`config.mk`:
```
export PLATFORM = sky130hd
export DESIGN_NAME = asm_rr_sched
export DESIGN_NICKNAME = d
export VERILOG_FILES = /design/src/rtl/asm_rr_sched.sv
export SDC_FILE = /design/constraint.sdc
export NUM_CORES = 1
export LEC_CHECK = 0
export CAP_MARGIN = 20
export CORE_MARGIN = 4
export CORE_UTILIZATION = 48
export DETAILED_ROUTE_END_ITERATION = 8
export MAX_ROUTING_LAYER = met4
export PLACE_DENSITY = 0.83
export SLEW_MARGIN = 20
export SYNTH_ARGS = -nofsm -noshare
export SYNTH_HDL_FRONTEND = slang
export SYNTH_SLANG_ARGS = --single-unit
```
`constraint.sdc`:
```
create_clock -name clk -period 3.1 [get_ports clk]
set_input_delay 0.62 -clock clk [delete_from_list [all_inputs] [get_ports clk]]
set_output_delay 0.62 -clock clk [all_outputs]
set_load 0.05 [all_outputs]
```
`src/rtl/asm_rr_sched.sv`:
```
// asm_rr_sched: round-robin scheduler sharing one f(n) ASM engine among NREQ requesters.
//  Arbitrates pending requests, starts the engine with the winner's operand, waits for the
//  engine's done_tick and returns the result to the winner with a one-cycle ack. A watchdog
//  resets a hung engine and completes the request with rsp_err set.
// Ports:
//  clk, reset_n          clock, asynchronous active-low reset
//  req, req_din          per-requester request level and packed operands (DW bits each)
//  ack, rsp_dout, rsp_err one-hot completion pulse, held result, timeout flag with ack
//  busy, err_timeout     scheduler not idle, one-cycle watchdog pulse
//  eng_start, eng_din    engine start pulse and latched operand
//  eng_reset             active-high engine reset (held while reset_n is low)
//  eng_dout, eng_done_tick engine result and completion pulse
module asm_rr_sched #(
   parameter int unsigned NREQ    = 4,
   parameter int unsigned DW      = 4,
   parameter int unsigned RW      = 7,
   parameter int unsigned TIMEOUT = 31
) (
   input  logic                 clk,
   input  logic                 reset_n,
   input  logic [NREQ-1:0]      req,
   input  logic [NREQ*DW-1:0]   req_din,
   output logic [NREQ-1:0]      ack,
   output logic [RW-1:0]        rsp_dout,
   output logic                 rsp_err,
   output logic                 busy,
   output logic                 err_timeout,
   output logic                 eng_start,
   output logic [DW-1:0]        eng_din,
   output logic                 eng_reset,
   input  logic [RW-1:0]        eng_dout,
   input  logic                 eng_done_tick
);

   localparam int unsigned IW = (NREQ > 1) ? $clog2(NREQ) : 1;
   localparam int unsigned TW = $clog2(TIMEOUT + 1);

   typedef enum logic [2:0] {
      S_IDLE,
      S_ISSUE,
      S_WAIT,
      S_RESP,
      S_RECOVER
   } state_e;

   state_e            state_q, state_d;
   logic [IW-1:0]     gnt_q, gnt_d;
   logic [IW-1:0]     last_gnt_q, last_gnt_d;
   logic [TW-1:0]     timer_q, timer_d;
   logic [DW-1:0]     eng_din_q, eng_din_d;
   logic [RW-1:0]     rsp_dout_q, rsp_dout_d;
   logic [NREQ-1:0]   ack_q, ack_d;
   logic              rsp_err_q, rsp_err_d;
   logic              busy_q, busy_d;
   logic              err_timeout_q, err_timeout_d;
   logic              eng_start_q, eng_start_d;
   logic              eng_reset_q, eng_reset_d;

   logic [DW-1:0]     din_arr [NREQ];
   logic [IW-1:0]     cand_c;
   logic [IW-1:0]     pick_c;

   // Unpack operands so the winner can be selected by index.
   for (genvar gi = 0; gi < NREQ; gi++) begin : g_din
      assign din_arr[gi] = req_din[gi*DW +: DW];
   end

   // Round-robin pick: scan downward in offset so the nearest requester after last_gnt wins.
   always_comb begin
      cand_c = '0;
      pick_c = last_gnt_q;
      for (int k = int'(NREQ); k >= 1; k--) begin
         cand_c = IW'((int'(last_gnt_q) + k) % int'(NREQ));
         if (req[cand_c]) begin
            pick_c = cand_c;
         end
      end
   end

   // Next-state and registered-output logic; outputs are computed for the state being entered.
   always_comb begin
      state_d       = state_q;
      gnt_d         = gnt_q;
      last_gnt_d    = last_gnt_q;
      timer_d       = timer_q;
      eng_din_d     = eng_din_q;
      rsp_dout_d    = rsp_dout_q;
      ack_d         = '0;
      rsp_err_d     = 1'b0;
      err_timeout_d = 1'b0;
      eng_start_d   = 1'b0;
      eng_reset_d   = 1'b0;

      case (state_q)
         S_IDLE: begin
            if (|req) begin
               gnt_d       = pick_c;
               eng_din_d   = din_arr[pick_c];
               eng_start_d = 1'b1;
               state_d     = S_ISSUE;
            end
         end
         S_ISSUE: begin
            timer_d = '0;
            state_d = S_WAIT;
         end
         S_WAIT: begin
            timer_d = timer_q + TW'(1);
            // done_tick wins over the watchdog in the same cycle.
            if (eng_done_tick) begin
               rsp_dout_d = eng_dout;
               ack_d      = NREQ'(1) << gnt_q;
               state_d    = S_RESP;
            end else if (timer_q == TW'(TIMEOUT)) begin
               rsp_dout_d    = '0;
               ack_d         = NREQ'(1) << gnt_q;
               rsp_err_d     = 1'b1;
               err_timeout_d = 1'b1;
               eng_reset_d   = 1'b1;
               state_d       = S_RECOVER;
            end
         end
         S_RESP: begin
            last_gnt_d = gnt_q;
            state_d    = S_IDLE;
         end
         S_RECOVER: begin
            last_gnt_d = gnt_q;
            state_d    = S_IDLE;
         end
         default: begin
            state_d = S_IDLE;
         end
      endcase

      busy_d = (state_d != S_IDLE);
   end

   // State and output registers; eng_reset is held high throughout reset.
   always_ff @(posedge clk or negedge reset_n) begin
      if (!reset_n) begin
         state_q       <= S_IDLE;
         gnt_q         <= '0;
         last_gnt_q    <= IW'(NREQ - 1);
         timer_q       <= '0;
         eng_din_q     <= '0;
         rsp_dout_q    <= '0;
         ack_q         <= '0;
         rsp_err_q     <= 1'b0;
         busy_q        <= 1'b0;
         err_timeout_q <= 1'b0;
         eng_start_q   <= 1'b0;
         eng_reset_q   <= 1'b1;
      end else begin
         state_q       <= state_d;
         gnt_q         <= gnt_d;
         last_gnt_q    <= last_gnt_d;
         timer_q       <= timer_d;
         eng_din_q     <= eng_din_d;
         rsp_dout_q    <= rsp_dout_d;
         ack_q         <= ack_d;
         rsp_err_q     <= rsp_err_d;
         busy_q        <= busy_d;
         err_timeout_q <= err_timeout_d;
         eng_start_q   <= eng_start_d;
         eng_reset_q   <= eng_reset_d;
      end
   end

   assign ack         = ack_q;
   assign rsp_dout    = rsp_dout_q;
   assign rsp_err     = rsp_err_q;
   assign busy        = busy_q;
   assign err_timeout = err_timeout_q;
   assign eng_start   = eng_start_q;
   assign eng_din     = eng_din_q;
   assign eng_reset   = eng_reset_q;

endmodule

```
==> impl_metrics.toml <==
[worst_setup_path]
crit_path_end_kind = "output pin"
crit_required_ns = 2.48
cp_slowest_cell = "clkdlybuf4s50_1"
crit_path_start = "eng_reset"
critical_path_class = "reg2out"
path_cells = "clkdlybuf4s50_1"
arrival_ns = 1.63
path_buf_inv = 1
r2r_start = "timer_q[0]"
critPathMaxFanout = 1
slowest_delay_ns = 0.79
cp_top_family = "buffers and inverters"
start_kind = "flop"

[logic_synthesis]
synth_area_leaders = "dfrtp_1 (47%), mux2i_1 (6.0%), dfstp_2 (5.3%), a22o_1 (5.3%), nand2_1 (4.8%)"
ys_types = 38
async_flop_share = 1.00
netlist_instances = 139
yosysTopAreaCell = "dfrtp_1"
ys_seq_area_frac = 0.520
yosysWarnings = 0
synth_edf_count = 0
ys_ff_latch = 31
synth_ff_type = "dfrtp_1"
synthesis.nets = 171
syn_area_um2 = 1500
netlist.area_leader.share = 0.467
syn_area_per_cell_um2 = 10.8

[placed_design]
io_buffers = 49
dp.cells = 229
place_congestion = 0.778
dp_hpwl_mm = 2.70

[pwr]
power_density_nw_per_um2 = 976
power.leakage_nw = 0.936
irDropWorstVdd_v = 0.000579

[global_routing]
antenna_found_initial = 0
grt_pass1_vias = 1355
track_usage = 0.196
grt_overflow = 0
grt_start_max_net_pins = 32
grt_pass1_wl_mm = 6.01

[clock_tree]
postCtsSetupRepairBufs = 0
cts_hold_buf = 0
cts_buffer_depth = 2
cts_inserted_buffers = 5
clockRootBuffer = "clkbuf_4"
clkSinkCount = 31
h-tree-depth = 2
cts_tree = "built"
cts_resized = 0
clk_latency_ns = 0.32
cts.clk_slew.worst_paths_ns = 0.10

[route]
dr.first_iter.drc_count = 79
vias = 1285
drc_errors = 0
drtPass1Iterations = 4
vias_per_cell = 5.42
wl_mm = 3.51
ant_nets = 0
avgRoutedWirePerCell_um = 14.8

[min_path]
min_from = "rsp_dout[2]"
hold_class = "reg2reg"

[floorplan]
dieArea_um2 = 4080
die_w_um = 63.9
die_y_um = 63.9
core_um2 = 3030
initial_core_util = 0.495
ios = 50
row_count = 20

[sta]
rsz0062_at_grt = "false"
fin_crit_sh = 0.726
hold_viol = 0
tns_ns = 0
skew_ns = 0.0108
fin_crit_ns = 2.25
worstMarginPinSlew_ns = 0.776
drv_slew = 0
fmax_mhz = 444
setup_viol = 0
maxSlewHeadroom = 0.480

[outcome]
outcome = "completed"

[flow_run]
max-cap-violations = 0

[final_layout]
nFillCells = 238
antenna_cells = 0
fin_nets = 224
fin_cells = 237
area.growth.synth_to_final_pct = 40.9
drive_above_1_share = 0.104
## synth_stat cells, drive strengths merged (3+ instances only)
master,number
inv,5
dfrtp,28
clkbuf,3
mux2i,9
buf,3
a22oi,4
o21ai,10
nor2,7
o211ai,3
a21oi,4
a22o,11
dfstp,3
nand2,19
## state kept, by name, indices dropped and copies added (netlist names)
| name | count |
|---|---|
| ack | 4 |
| busy | 1 |
| eng_din | 4 |
| eng_reset | 1 |
| eng_start | 1 |
| err_timeout | 1 |
| gnt_q | 2 |
| last_gnt_q | 2 |
| rsp_dout | 7 |
| state_q | 3 |
| timer_q | 5 |
## power by group
group,internal [mW],total [mW],switching [mW]
logic,0.405,1.02,0.611
clock network,0.191,0.322,0.132
registers,0.556,0.723,0.167
total,1.15,2.06,0.910
## metal layers
layer / track usage / part of all wire / vias up
met5: - / 0 / -
met4: 0.0539 / 0.011 / 0
met3: 0.0545 / 0.045 / 5
met2: 0.346 / 0.53 / 35
met1: 0.216 / 0.42 / 623
li1: - / - / 622
## layout by cell type (no fill, tap or decap), types with 4 or more instances in the layout
master,synthesis,final
nand2_1,19,19
a22o_1,9,9
o21ai_0,9,9
clkbuf_4,0,5
a21oi_1,4,4
a22oi_1,4,4
clkdlybuf4s50_1,0,49
inv_1,5,5
dfrtp_1,28,28
mux2i_1,9,9
nor2_1,7,7
## stage by stage
| step | util | worst slack (ns) | instance area, µm² | hold slack [ns] | total power [mW] |
|---|---|---|---|---|---|
| after floorplan | - | 1.11 | 1500 | 0.324 | 1.42 |
| after global placement | 0.669 | 0.659 | 2030 | 0.490 | 1.70 |
| after detailed placement | 0.669 | 0.562 | 2030 | 0.491 | 1.75 |
| after CTS | 0.698 | 0.820 | 2110 | 0.517 | 2.08 |
| after global routing | 0.698 | 0.788 | 2110 | 0.529 | 2.19 |
| final | 0.698 | 0.848 | 2110 | 0.516 | 2.06 |
## layout make-up
cell class	instances	area (µm²)	area share
clock inverter	2	35.0	0.0166
sequential	31	779	0.369
clock buffer	6	51.3	0.0243
inverter	5	18.8	0.00889
timing repair buffer	52	513	0.243
tap	44	55.1	0.0261
multi-input combinational	97	659	0.312
## logic make-up after synthesis
group,synth area share
AND/OR/NAND/NOR,0.151
AO/OA/AOI/OAI,0.197
flip-flops,0.520
buffers and inverters,0.0401
multiplexers,0.0751
adder cells (fa/ha/maj),0.0167
## worst paths after layout
path / slack (ns) / depth (start not counted) / end
worst max-delay path: 0.85 / 1 / eng_reset
worst min-delay path: 0.52 / 1 / rsp_dout[2]
worst max register to register: 0.96 / 6 / ack[3]
worst min register to register: 0.52 / 1 / rsp_dout[2]
max in group asynchronous: 2.11 / 2 / last_gnt_q[0]
min in group asynchronous: 0.67 / 2 / eng_din[2]
Note: power is estimated with default switching activity, not from simulation.
